`config.mk`:
```
export PLATFORM = sky130hd
export DESIGN_NAME = jk_excite_counter
export DESIGN_NICKNAME = d
export VERILOG_FILES = /design/src/rtl/jk_excite_counter.sv
export SDC_FILE = /design/constraint.sdc
export NUM_CORES = 1
export LEC_CHECK = 0
export CAP_MARGIN = 30
export CORE_MARGIN = 5
export CORE_UTILIZATION = 35
export CTS_CLUSTER_SIZE = 20
export DETAILED_ROUTE_END_ITERATION = 16
export HOLD_SLACK_MARGIN = 0.06
export PLACE_DENSITY = 0.72
export SYNTH_ARGS = -nofsm -noshare
export SYNTH_HDL_FRONTEND = slang
export SYNTH_SLANG_ARGS = --single-unit
```
`constraint.sdc`:
```
create_clock -name clk -period 4 [get_ports clk]
set_input_delay 0.8 -clock clk [delete_from_list [all_inputs] [get_ports clk]]
set_output_delay 0.8 -clock clk [all_outputs]
set_load 0.02 [all_outputs]
```
`src/rtl/jk_excite_counter.sv`:
```
// jk_excite_counter: modulo up/down counter built from a JK register bank.
// Each cycle a target next value n is chosen (load > en > hold); the per-bit
// J/K excitation is derived from q and n, and the bank follows the JK rule.
// Optional build macro: JK_CNT_SATURATE_EN -- saturate at the count limits
// instead of wrapping (default build wraps).
module jk_excite_counter #(
  parameter int unsigned WIDTH   = 4,
  parameter int unsigned MODULUS = 10
) (
  input  logic             clk,
  input  logic             rst,
  input  logic             en,
  input  logic             up,
  input  logic             load,
  input  logic [WIDTH-1:0] load_val,
  output logic [WIDTH-1:0] q,
  output logic [WIDTH-1:0] q_bar,
  output logic [WIDTH-1:0] j_vec,
  output logic [WIDTH-1:0] k_vec,
  output logic             tc
);

  // One extra bit so MODULUS = 2**WIDTH has headroom for q+1 and the limit.
  localparam int unsigned EW = WIDTH + 1;
  localparam logic [EW-1:0] TOP = EW'(MODULUS - 1);

  logic [WIDTH-1:0] q_q;
  logic [WIDTH-1:0] q_d;
  logic [WIDTH-1:0] n;
  logic [EW-1:0]    q_ext;
  logic [EW-1:0]    ld_ext;
  logic [EW-1:0]    inc_ext;
  logic [EW-1:0]    dec_ext;
  logic [EW-1:0]    n_ext;
  logic             q_in_range;
  logic             at_term;
  logic             unused_n_msb;

  // Target next value selection and terminal-count detection.
  always_comb begin
    q_ext      = {1'b0, q_q};
    ld_ext     = {1'b0, load_val};
    inc_ext    = q_ext + EW'(1);
    dec_ext    = q_ext - EW'(1);
    q_in_range = (q_ext <= TOP);
    at_term    = up ? (q_ext == TOP) : (q_ext == EW'(0));
    n_ext      = q_ext;
    if (load) begin
      n_ext = (ld_ext <= TOP) ? ld_ext : TOP;
    end else if (en) begin
      if (!q_in_range) begin
        n_ext = TOP;
      end else if (at_term) begin
`ifdef JK_CNT_SATURATE_EN
        n_ext = q_ext;
`else
        n_ext = up ? EW'(0) : TOP;
`endif
      end else begin
        n_ext = up ? inc_ext : dec_ext;
      end
    end
    n = n_ext[WIDTH-1:0];
  end

  // n never exceeds TOP, so its extension bit carries no information.
  assign unused_n_msb = n_ext[WIDTH];

  // Per-bit excitation (never 11) and the JK characteristic equation.
  always_comb begin
    j_vec = '0;
    k_vec = '0;
    tc    = 1'b0;
    if (!rst) begin
      j_vec = ~q_q & n;
      k_vec = q_q & ~n;
      tc    = en & ~load & at_term;
    end
    q_d = (j_vec & ~q_q) | (~k_vec & q_q);
  end

  // JK register bank; reset clears it without waiting for a clock edge.
  always_ff @(posedge clk or posedge rst) begin
    if (rst) begin
      q_q <= '0;
    end else begin
      q_q <= q_d;
    end
  end

  assign q     = q_q;
  assign q_bar = ~q_q;

endmodule

```
# After elaboration in Yosys (flattened, before gate mapping)
# Index checks and enable logic that the tools add are counted.
# word_totals
latchBits	0
inputBits	9
rom_bits	0
ram_bits	0
memories	0
register_bits	4
out_inout_bits	17
# classes
multipliers	0
order_cmp	2
shifts	0
n_reduce_logical	1
add_sub_neg	2
bitwise	11
n_div	0
mux	11
n_eq_ne	1
# op_table
op	count
2-to-1 mux 4 bit	9
bitwise AND 4 bit	4
NOT 4 bit	3
less-or-equal comparator 4 bit, second input constant	2
adder 4 x 1 -> 4 bit, second input constant	1
== test 4 bit, second input constant	1
logical NOT 4 bit	1
bitwise OR 4 bit	1
subtractor 4 x 1 -> 4 bit, second input constant	1
bitwise AND 1 bit	2
2-to-1 mux 1 bit	2
NOT 1 bit	1

# Logic depth before layout (Yosys ltp)
# depth
ltp_word	12
mapped_depth	6

# Worst setup path before layout
# OpenSTA, ideal clock, no wires.
# synth_timing
kind	input-to-output
from	input port en
to	output port tc
path_buffers	1
stages	3
setup_slack_ns	0.949
t_required_ns	3.200
t_arrival_ns	2.251
cell_sequence	clkbuf_1 nand2b_1 a2111oi_0
# synth_between
elab_chain_cells	3
# synth_rtl
element	line_no	text
start: declaration	12	input logic en,
bitwise AND 1 bit (2 in a row)	77	tc = en & ~load & at_term;
2-to-1 mux 1 bit	74	if (!rst) begin
end: declaration	20	output logic tc
# No other way between the ends.

# Worst setup path after layout
# layout_timing
from	input port up
to	output port k_vec[3]
# layout_between
elab_chain_cells	8
word_cells_on_any_way	10
classes_between	mux: 8; bitwise: 2
# layout_rtl
element	line_no	text
start: declaration	13	input logic up,
2-to-1 mux 4 bit (tied with other cells)	60	n_ext = up ? inc_ext : dec_ext;
2-to-1 mux 4 bit *	53	end else if (at_term) begin
2-to-1 mux 4 bit *	51	if (!q_in_range) begin
2-to-1 mux 4 bit *	50	end else if (en) begin
2-to-1 mux 4 bit *	48	if (load) begin
NOT 4 bit *	76	k_vec = q_q & ~n;
bitwise AND 4 bit *	76	
2-to-1 mux 4 bit *	74	
end: declaration	19	output logic [WIDTH-1:0] k_vec,
# Mark *: on every way between the ends. The rest lies on a longest branch, timed or not.

==> flow_summary_export.csv <==
group,metric,value,unit
floorplanning,rows,13,
run,cap_viol_max_count,0,
sta,finalClockSkew,3.497,ps
global_routing,grt_pass1_wl,2628,um
sta,relSlewSlack,70.24,%
setup_path,reg2reg_depth,5,
yosys,synth_edf_count,0,
global_routing,grt_use_total,13.74,%
placed_design,placed_cell_area,793.3,um2
global_routing,grt_max_degree,13,
sta,fin_setup_tns,0,ps
sta,setup_slack,133.9,ps
drt,routed_wirelength,1557,um
drt,vias,631,
cells_and_area,drive_gt1_share,12.24,%
yosys,muxShareOfSynthArea,4.348,%
yosys,synth_ff_type,"dfrtp_1",
drt,viasPerCell,5.584,
cts,cts_max_path_buffers,2,
cells_and_area,area_growth,57.97,%
cts,cts_max_level,1,
cells_and_area,diodes,0,
sta,worst_pin_slew,435.1,ps
yosys,avgSynthCellArea,7.296,um2
cts,clk_pin_slew_worst_paths,40,ps
global_routing,grt_pass1_vias,597,
sta,final.min_clock_period,3866,ps
power_and_ir_drop,cellLeakagePower,0.3692,nW
cells_and_area,utilization,60.61,%
hold_path,hold_class,"reg2reg",
cts,cts_tree,"done",
power_and_ir_drop,ir_drop,0.2407,mV
yosys,synth_top_family_by_area,"compound AO/OA/AOI/OAI gates",
power_and_ir_drop,powerDensity,374.3,mW/mm2
yosys,async_flop_share,100.0,%
drt,ant_nets,0,
cells_and_area,fin_nets,112,
yosys,synth-compound-area-share,31.16,%
setup_path,worst_setup_path_end_kind,"output port",
global_routing,grt_overflow,0,
setup_path,cp_data_required_time,3200,ps
cells_and_area,final_area,818.3,um2
yosys,synthXorXnorAreaFrac,1.691,%
setup_path,start_kind,"primary input",
setup_path,crit_start,"up",
cts,clk_latency,250,ps
setup_path,reg2reg_slack,2180,ps
yosys,synth_cell_types,32,
setup_path,path_class,"in2out",
sta,rsz0062_at_grt,"no",
yosys,ys_seq_area_share,19.32,%
floorplanning,fp.dieH,48.47,um
cts,cts_buffers,3,
placed_design,pre_cts_slack,49.04,ps
sta,finalHoldViolations,0,
cts,clockRootBuffer,"clkbuf_4",
drt,post_drt_wl_per_cell,13.78,um
yosys,synthSimpleGateAreaFrac,26.57,%
yosys,ys_warn_count,0,
setup_path,arrival,3070,ps
outcome,status,"finished, final reports clean",
yosys,syn_area,518.0,um2
sta,max_freq,0.2587,GHz
floorplanning,start_util,38.37,%
yosys,syn_inst,71,
placed_design,io_buffers,25,
sta,finalCritPeriodShare,96.65,%
drt,dr.pass1.iters,4,
setup_path,crit_end,"k_vec[3]",
drt,drc,0,
drt,first_iter_violations,16,
floorplanning,core-area,0.001350,mm2
placed_design,dp_hpwl,1190,um
floorplanning,io_pins,26,
yosys,syn-num-nets,83,
floorplanning,die_w,48.47,um
yosys,synth_adder_area_share,8.696,%
yosys,synth-seq-cells,4,
cts,cts_setup_buffers,0,
sta,setup_viol,0,
sta,drv_slew,0,
global_routing,grt_antenna_before_repair,0,
cts,clock_sinks,4,
floorplanning,fp.dieArea,0.002349,mm2
setup_path,path_max_fanout,4,
placed_design,place_congestion,0.8243,
[worst max-delay path, cell delays in order]
cell and delay, ps:
clkdlybuf4s50_1 470, inv_1 60, ha_1 340, a21oi_1 250
a32oi_1 160, o31ai_1 210, and3_1 180, clkdlybuf4s50_1 590
[synth_stat cells (2+ instances only)]
cell      instances  share of area, %
nand3_1           2               1.9
dfrtp_1           4                19
a31oi_1           2               2.4
nor2_1            5               3.6
nor3_1            4               3.9
nand2_1           8               5.8
a211o_1           2               3.4
clkbuf_1          3               2.2
a21oi_1           3               2.9
o21ai_2           2               3.4
o21ai_0           2               1.9
inv_1             6               4.3
and3_1            4               4.8
mux2_2            2               4.3
ha_1              2               4.8
nor3b_1           2               2.9
o22ai_1           2               2.4
a41oi_1           2               3.4
[area by class of cell]
cell class	instances	area [um2]
Clock buffer	3	22.52
Fill cell	143	531.8
Inverter	7	26.28
Multi-Input combinational cell	56	375.4
Sequential cell	4	100.1
Tap cell	15	18.77
Timing Repair Buffer	28	275.3
[report_power, final]
group	switching (mW)	internal (mW)	leakage, nW	total (mW)
clock	0.0212	0.0339	0.0138	0.0551
sequential	0.0194	0.0483	0.0488	0.0677
combinational	0.0947	0.0889	0.307	0.184
total	0.135	0.171	0.369	0.306
[cells in the final DEF, fill, tap and decap left out, types with 2 or more instances in the layout]
cell type,Yosys,layout
nor2_1,5,5
clkdlybuf4s50_1,0,24
nand3_1,2,2
o21ai_0,2,2
nor3b_1,2,2
mux2_2,2,2
clkbuf_4,0,3
o22ai_1,2,2
o21ai_2,2,2
a21oi_1,3,3
nor3_1,4,4
a211o_1,2,2
inv_1,6,6
ha_1,2,2
buf_4,0,3
nand2_1,8,8
and3_1,4,4
a31oi_1,2,2
a41oi_1,2,2
dfrtp_1,4,4
[cells by family after synthesis]
group           Yosys count
xor+xnor                  1
simple gates             28
flops                     4
buf+inv                  11
fa+ha+maj                 3
compound gates           22
mux                       2
[stage by stage]
| step | std cells | hold WS, ps | total power, mW |
|---|---|---|---|
| after floorplan | 71 | 744.0 | 0.1754 |
| after global placement | 110 | 670.7 | 0.2500 |
| after detailed placement | 110 | 690.8 | 0.2512 |
| after CTS | 113 | 700.4 | 0.3084 |
| after global routing | 113 | 722.6 | 0.3301 |
| final | 113 | 704.6 | 0.3063 |
[how the worst min path moves through the flow]
stage / start / to / cells past startpoint
after floorplan: register / register / 1
after global placement: register / register / 1
after detailed placement: register / register / 1
after CTS: register / register / 1
after global routing: register / register / 1
final: register / register / 1
[repair_timing]
item,in CTS,in global routing
hold buffers,0,0
setup endpoints to repair,0,1
gates resized for setup,0,1
[per-layer routing]
metal	vias up	global-route usage [%]	wire [um]
met5	-	0	0
met4	0	6.726	30
met3	4	4.281	124
met2	27	21.30	720
met1	280	16.97	682
li1	320	-	-
No activity file was read; power rests on OpenSTA's default activity.
